--- src/rtl/sprite_rom_scheduler_pkg.sv ---
// Shared types and default geometry for the sprite ROM scheduler.
package sprite_pkg;

    localparam int DEF_SPR_W      = 25;
    localparam int DEF_SPR_H      = 30;
    localparam int DEF_ORG_X      = 13;
    localparam int DEF_ORG_Y      = 15;
    localparam int DEF_ADDR_W     = 11;
    localparam int DEF_IDX_W      = 3;
    localparam int DEF_TRANSP_IDX = 0;
    localparam int DEF_V_ACTIVE   = 480;

    localparam logic [9:0] POS_OFFSCREEN = 10'h3FF;

    typedef enum logic {
        SPR_FIRE  = 1'b0,
        SPR_WATER = 1'b1
    } sprite_id_e;

    typedef enum logic [1:0] {
        ACTIVE = 2'd0,
        COMMIT = 2'd1,
        VBLANK = 2'd2
    } sched_state_e;

endpackage

--- src/rtl/sprite_rom_scheduler_hit_calc.sv ---
// Per-sprite coverage test: anchor position + current pixel -> hit and texel offsets.
// Signed 11-bit math so anchors closer to the edge than the origin offset do not wrap.
module sprite_hit_calc
    import sprite_pkg::*;
#(
    parameter int SPR_W = DEF_SPR_W,
    parameter int SPR_H = DEF_SPR_H,
    parameter int ORG_X = DEF_ORG_X,
    parameter int ORG_Y = DEF_ORG_Y
)(
    input  logic [9:0]         pos_x,
    input  logic [9:0]         pos_y,
    input  logic [9:0]         DrawX,
    input  logic [9:0]         DrawY,
    output logic               hit,
    output logic signed [10:0] dx,
    output logic signed [10:0] dy
);

    logic signed [10:0] left;
    logic signed [10:0] top;

    // Offsets of the pixel from the sprite's top-left corner and the box test.
    always_comb begin
        left = $signed({1'b0, pos_x}) - $signed(11'(ORG_X));
        top  = $signed({1'b0, pos_y}) - $signed(11'(ORG_Y));
        dx   = $signed({1'b0, DrawX}) - left;
        dy   = $signed({1'b0, DrawY}) - top;
        hit  = (dx >= 11'sd0) && (dx < $signed(11'(SPR_W))) &&
               (dy >= 11'sd0) && (dy < $signed(11'(SPR_H)));
    end

endmodule

--- src/rtl/sprite_rom_scheduler.sv ---
// Shares one sync-read sprite ROM between the fireboy and watergirl renderers.
// Positions are double-buffered and committed at vblank entry; 3-cycle pixel pipeline.
module sprite_rom_scheduler
    import sprite_pkg::*;
#(
    parameter int SPR_W      = DEF_SPR_W,
    parameter int SPR_H      = DEF_SPR_H,
    parameter int ORG_X      = DEF_ORG_X,
    parameter int ORG_Y      = DEF_ORG_Y,
    parameter int ADDR_W     = DEF_ADDR_W,
    parameter int IDX_W      = DEF_IDX_W,
    parameter int TRANSP_IDX = DEF_TRANSP_IDX,
    parameter int V_ACTIVE   = DEF_V_ACTIVE
)(
    input  logic              vga_clk,
    input  logic              reset_n,
    input  logic [9:0]        DrawX,
    input  logic [9:0]        DrawY,
    input  logic              blank,
    input  logic [1:0]        pos_we,
    input  logic [9:0]        pos_x,
    input  logic [9:0]        pos_y,
    input  logic              prio,
    output logic [ADDR_W-1:0] rom_addr,
    input  logic [IDX_W-1:0]  rom_q,
    output logic [IDX_W-1:0]  pix_idx,
    output logic              pix_opaque,
    output logic              pix_sprite,
    output logic              frame_start,
    output logic              bbox_overlap,
    output sched_state_e      fsm_state
);

    localparam logic [ADDR_W-1:0] WATER_BASE = ADDR_W'(SPR_W * SPR_H);
    localparam logic [ADDR_W-1:0] ROW_STRIDE = ADDR_W'(SPR_W);

    sched_state_e       state, state_n;
    logic [9:0]         shadow_x [2];
    logic [9:0]         shadow_y [2];
    logic [9:0]         shadow_nx [2];
    logic [9:0]         shadow_ny [2];
    logic [9:0]         live_x [2];
    logic [9:0]         live_y [2];
    logic [1:0]         hit;
    logic signed [10:0] dx [2];
    logic signed [10:0] dy [2];
    logic               any_hit;
    sprite_id_e         sel;
    logic [10:0]        sel_dx, sel_dy;
    logic [ADDR_W-1:0]  addr_c;
    logic [10:0]        diff_x, diff_y, abs_x, abs_y;
    logic               overlap_c;
    logic               s1_hit, s1_sel, s1_blank;
    logic               s2_hit, s2_sel, s2_blank;

    assign frame_start = (state == COMMIT);
    assign fsm_state   = state;

    // Frame state register; reset parks in VBLANK so nothing starts before the origin.
    always_ff @(posedge vga_clk or negedge reset_n) begin
        if (!reset_n) state <= VBLANK;
        else          state <= state_n;
    end

    // Next state: commit on the first DrawY == V_ACTIVE, re-arm at pixel (0,0).
    always_comb begin
        state_n = state;
        case (state)
            ACTIVE:  if (DrawY == 10'(V_ACTIVE)) state_n = COMMIT;
            COMMIT:  state_n = VBLANK;
            VBLANK:  if (DrawX == 10'd0 && DrawY == 10'd0) state_n = ACTIVE;
            default: state_n = VBLANK;
        endcase
    end

    // Shadow values after this cycle's writes; also what a commit latches (write bypass).
    always_comb begin
        for (int i = 0; i < 2; i++) begin
            shadow_nx[i] = pos_we[i] ? pos_x : shadow_x[i];
            shadow_ny[i] = pos_we[i] ? pos_y : shadow_y[i];
        end
        diff_x    = {1'b0, shadow_nx[0]} - {1'b0, shadow_nx[1]};
        diff_y    = {1'b0, shadow_ny[0]} - {1'b0, shadow_ny[1]};
        abs_x     = diff_x[10] ? (11'd0 - diff_x) : diff_x;
        abs_y     = diff_y[10] ? (11'd0 - diff_y) : diff_y;
        overlap_c = (abs_x < 11'(SPR_W)) && (abs_y < 11'(SPR_H));
    end

    // Shadow/live position registers and the per-frame overlap flag.
    always_ff @(posedge vga_clk or negedge reset_n) begin
        if (!reset_n) begin
            for (int i = 0; i < 2; i++) begin
                shadow_x[i] <= POS_OFFSCREEN;
                shadow_y[i] <= POS_OFFSCREEN;
                live_x[i]   <= POS_OFFSCREEN;
                live_y[i]   <= POS_OFFSCREEN;
            end
            bbox_overlap <= 1'b0;
        end else begin
            for (int i = 0; i < 2; i++) begin
                shadow_x[i] <= shadow_nx[i];
                shadow_y[i] <= shadow_ny[i];
                if (state == COMMIT) begin
                    live_x[i] <= shadow_nx[i];
                    live_y[i] <= shadow_ny[i];
                end
            end
            if (state == COMMIT) bbox_overlap <= overlap_c;
        end
    end

    sprite_hit_calc #(.SPR_W(SPR_W), .SPR_H(SPR_H), .ORG_X(ORG_X), .ORG_Y(ORG_Y)) u_hit_fire (
        .pos_x(live_x[0]), .pos_y(live_y[0]), .DrawX(DrawX), .DrawY(DrawY),
        .hit(hit[0]), .dx(dx[0]), .dy(dy[0])
    );

    sprite_hit_calc #(.SPR_W(SPR_W), .SPR_H(SPR_H), .ORG_X(ORG_X), .ORG_Y(ORG_Y)) u_hit_water (
        .pos_x(live_x[1]), .pos_y(live_y[1]), .DrawX(DrawX), .DrawY(DrawY),
        .hit(hit[1]), .dx(dx[1]), .dy(dy[1])
    );

    // Arbiter: prio breaks ties; the winner owns the pixel even if its texel is transparent.
    always_comb begin
        any_hit = hit[0] | hit[1];
        sel     = (hit[0] & hit[1]) ? sprite_id_e'(prio) : sprite_id_e'(hit[1]);
        sel_dx  = (sel == SPR_WATER) ? dx[1] : dx[0];
        sel_dy  = (sel == SPR_WATER) ? dy[1] : dy[0];
        addr_c  = ((sel == SPR_WATER) ? WATER_BASE : '0) +
                  ADDR_W'(sel_dy) * ROW_STRIDE + ADDR_W'(sel_dx);
    end

    // Pixel pipeline: address stage, ROM-wait stage, output stage; no stalls.
    always_ff @(posedge vga_clk or negedge reset_n) begin
        if (!reset_n) begin
            rom_addr   <= '0;
            s1_hit     <= 1'b0;
            s1_sel     <= 1'b0;
            s1_blank   <= 1'b0;
            s2_hit     <= 1'b0;
            s2_sel     <= 1'b0;
            s2_blank   <= 1'b0;
            pix_idx    <= '0;
            pix_opaque <= 1'b0;
            pix_sprite <= 1'b0;
        end else begin
            if (any_hit) rom_addr <= addr_c;
            s1_hit     <= any_hit;
            s1_sel     <= (sel == SPR_WATER);
            s1_blank   <= blank;
            s2_hit     <= s1_hit;
            s2_sel     <= s1_sel;
            s2_blank   <= s1_blank;
            pix_idx    <= s2_hit ? rom_q : '0;
            pix_opaque <= s2_hit && s2_blank && (rom_q != IDX_W'(TRANSP_IDX));
            pix_sprite <= s2_hit && s2_sel;
        end
    end

endmodule
--- config.mk ---
export PLATFORM = sky130hd
export DESIGN_NAME = sprite_rom_scheduler
export DESIGN_NICKNAME = d
export VERILOG_FILES = /design/src/rtl/sprite_rom_scheduler_pkg.sv /design/src/rtl/sprite_rom_scheduler_hit_calc.sv /design/src/rtl/sprite_rom_scheduler.sv
export SDC_FILE = /design/constraint.sdc
export NUM_CORES = 1
export LEC_CHECK = 0
export ABC_AREA = 1
export CORE_AREA = 10 10 139 141
export CTS_CLUSTER_SIZE = 28
export DETAILED_ROUTE_END_ITERATION = 6
export DIE_AREA = 0 0 149 151
export GPL_TIMING_DRIVEN = 0
export MAX_ROUTING_LAYER = met4
export PLACE_DENSITY = 0.89
export SLEW_MARGIN = 10
export SYNTH_ARGS = -nofsm -noshare
export SYNTH_HDL_FRONTEND = slang
export SYNTH_HIERARCHICAL = 1
export SYNTH_SLANG_ARGS = --single-unit
--- constraint.sdc ---
create_clock -name vga_clk -period 9.01 [get_ports vga_clk]
set_input_delay 1.802 -clock vga_clk [delete_from_list [all_inputs] [get_ports vga_clk]]
set_output_delay 1.802 -clock vga_clk [all_outputs]
set_load 0.01 [all_outputs]
==> results.md <==
* Status: completed
* Tmin final at between 8000 and 9000 ps
* Sw Pwr at 537.1 µW
* CP max-delay cell: fa_1
* Setup crit start kind: input port
* Sequential area share after synthesis at 0.2779
* Crit path DAT at 8720 ps
* Starting Density at 0.5964
* Crit-path max cell delay at 530 ps
* Peak supply drop at 0.08714 mV
* GRT Util Overall at 0.2202
* Antenna violations before repair at 0
* RSZ-0062 raised after global routing: no
* Top FF cell, synth: dfstp_2
* Tot Pwr at 1487 µW
* Crit. End Element: flip-flop
* Slew Limit Fails at 0
* Slew HR at 0.4484
* DRC at 0
* Logic gate share of total power at 0.383
* Chip Height at around 150 µm
* WL final at 23.46 mm
* Most frequent CP cell: nand2_1
* Synth Instances at 1400
* Warning count from the yosys run at 6
* Antenna Cells at 0
* Final Net Count at 1675
* Sink Count at 105
* Wire per inst at about 14 µm
* Worst slack, placed at -103.9 ps
* Placeable Area at 16470 µm²
* Largest net degree at the start of global routing at 67
* Clk_skew at 7.833 ps
* Fin. Hold Viols at 0
* Final cell area excluding filler cells at 11080 µm²
* Buffers added on ports at between 60 and 70
* Final setup violation count at 0
* Synth top area share at 0.2167
* GP Congestion at about 0.95
* EDFF count, synth at 0
* Vias at 8785
* Register bit count reported by yosys at 105
* Power Internal at 949.6 µW
* Met3 GRT Util at 0.03013
* Post-CTS Resized at 0
* Die Area at 22500 µm²
* Sequential Area at 2729 µm²
* Syn_area_per_cell at around 7 µm²
* IO Pins at 69
* Vias in the first global route at 8490
* Final setup TNS at 0 ps
* Vias/cell at slightly above 5
* Async set or reset register ratio after synthesis at 1.000
* Final core area utilization at 0.6732
* Filler cells at 1362
* CP Max Fanout at 12
* Syn Std Cell Area at 9821 µm²
* Top cells by area, synth: dfstp_2 22%, ha_1 16%, nand2_1 16%
* Post-DRT Antenna Nets at 0
* Sequential share of power at 0.340
* Inserted Clock Buffers at 9
* Fraction of power consumed by the clock network at 0.278
* Clock Path Buffers at 2
* GR peak layer: met2
* Worst slew pin tran at ~830 ps
* Fraction of layout instances using a drive strength above 1 at 0.1100
* Min-Delay Path Class: flip-flop to flip-flop
* Setup Fix Bufs, Post-CTS at 0
* Synth-to-layout area growth at 12.87%
* Post-synth top area cell: dfstp_2
* CTS tree: yes
* Final worst slack at 592.2 ps
* Setup CP Type: input port to flip-flop
* Global-route wire length before repair at 39.63 mm
* Die width at roughly 150 µm
* Placed wire-length estimate at 19.37 mm
* Clk Latency, worst-skew pair at 360 ps
* TritonRoute pass-1 iters at 6
* Max Cap Viol at 0
* Met1 Use GR at 0.2484
* Initial DRC count at 605
* Clock root buffer: clkbuf_16
* Sw frac at 0.3613
* Max frequency at 118.8 MHz
* Yosys cell types at 42
* CTS Hold Bufs at 0
* Met2 Usage GRT at 0.3935
* Leak at 0.006504 µW
* WP data required at just over 9000 ps
* Htree depth at 3
* Power Dens Cells at around 130 nW/µm²
* Syn Nets at 1598
* Crit share post-route at 0.9343
* DP Area at 10770 µm²
* Clk slew on worst S/H paths at approximately 70 ps
* Site Rows at 47
* Area occupied by multi-input gates at 5864 µm²
* Grt total ovfl at 0
-- flip-flops by register name, indices dropped and copies added, names as in the netlist --
name / cells
shadow_y: 20
pix_opaque: 1
s2_hit: 1
s1_blank: 1
s2_sel: 1
s1_sel: 1
live_x: 20
s2_blank: 1
pix_sprite: 1
live_y: 20
rom_addr: 11
s1_hit: 1
fsm_state: 2
bbox_overlap: 1
shadow_x: 20
pix_idx: 3
-- stage by stage --
step           cells  hold slack, ps
2_1_floorplan   1400           331.2
3_3_place_gp    1686           333.4
5_1_grt         1702           359.2
4_1_cts         1703           350.1
6_report        1702           349.7
3_5_place_dp    1687           334.7
-- area by class of cell --
type,instances,area share
Clock buffer,10,0.02156
Buffer,19,0.006547
Tap cell,220,0.02483
Timing Repair Buffer,67,0.06118
Multi-Input combinational cell,968,0.5291
Sequential cell,105,0.2462
Inverter,307,0.1040
Clock inverter,6,0.006660
-- Yosys cell counts (2+ instances only) --
library cell	instances
nand2_1	406
inv_1	297
ha_1	125
dfstp_2	81
nor2_1	80
nand3_1	73
o21ai_0	61
a21oi_1	49
nand2_2	27
dfrtp_1	24
fa_1	24
clkbuf_1	19
nand4_1	18
nor2_2	14
xnor2_1	14
xor2_1	10
inv_2	9
nand3b_1	9
nor3_1	9
mux2i_1	6
nand3_2	5
nor4_1	5
o21ai_1	5
a21oi_2	4
o21bai_1	4
a31oi_1	3
a21boi_1	2
and2_1	2
o21a_1	2
-- path summary, 6_finish.rpt --
check	from	slack, ps	cells past startpoint	to
worst max-delay path	DrawX[1]	590	41	rom_addr[10]
worst min-delay path	s1_sel	350	0	s2_sel
worst max register to register	live_y[11]	1960	39	rom_addr[10]
worst min register to register	s1_sel	350	0	s2_sel
max in group asynchronous	reset_n	6720	2	live_x[10]
min in group asynchronous	reset_n	1540	1	rom_addr[10]
-- cell usage in the layout, fill, tap and decap left out, types with 18 or more instances in the layout --
| cell | instances |
|---|---|
| nand2_1 | 406 |
| inv_1 | 297 |
| ha_1 | 125 |
| dfstp_2 | 81 |
| nor2_1 | 80 |
| nand3_1 | 73 |
| clkdlybuf4s50_1 | 65 |
| o21ai_0 | 61 |
| a21oi_1 | 49 |
| nand2_2 | 27 |
| fa_1 | 24 |
| dfrtp_1 | 24 |
| nand4_1 | 18 |
-- kinds of logic after synthesis --
family | after synthesis | synth area share
xor+xnor | 24 | 0.02140
flops | 105 | 0.2779
mux | 6 | 0.006116
buf+inv | 327 | 0.1250
fa+ha+maj | 149 | 0.2082
compound gates | 135 | 0.07542
simple gates | 654 | 0.2860
-- per-layer routing --
layer | vias up | wire length (µm)
met5 | - | 0
met4 | 0 | 620
met3 | 49 | 1020
met2 | 222 | 11880
met1 | 4018 | 9946
li1 | 4496 | -
-- worst max-delay path: cells and delay by family --
family          cells  cell delay [ps]
fa+ha+maj           8             3070
compound gates      5              910
simple gates       16             1450
buf+inv            12             1460
-- power by group through the flow --
stage	combinational, µW	clock (µW)	sequential (µW)
after detailed placement	563	0	512
after global placement	539	0	511
final	569	413	505
after CTS	569	416	505
after global routing	658	435	506
after floorplan	428	0	511
Power figures use the tool's default switching activity.
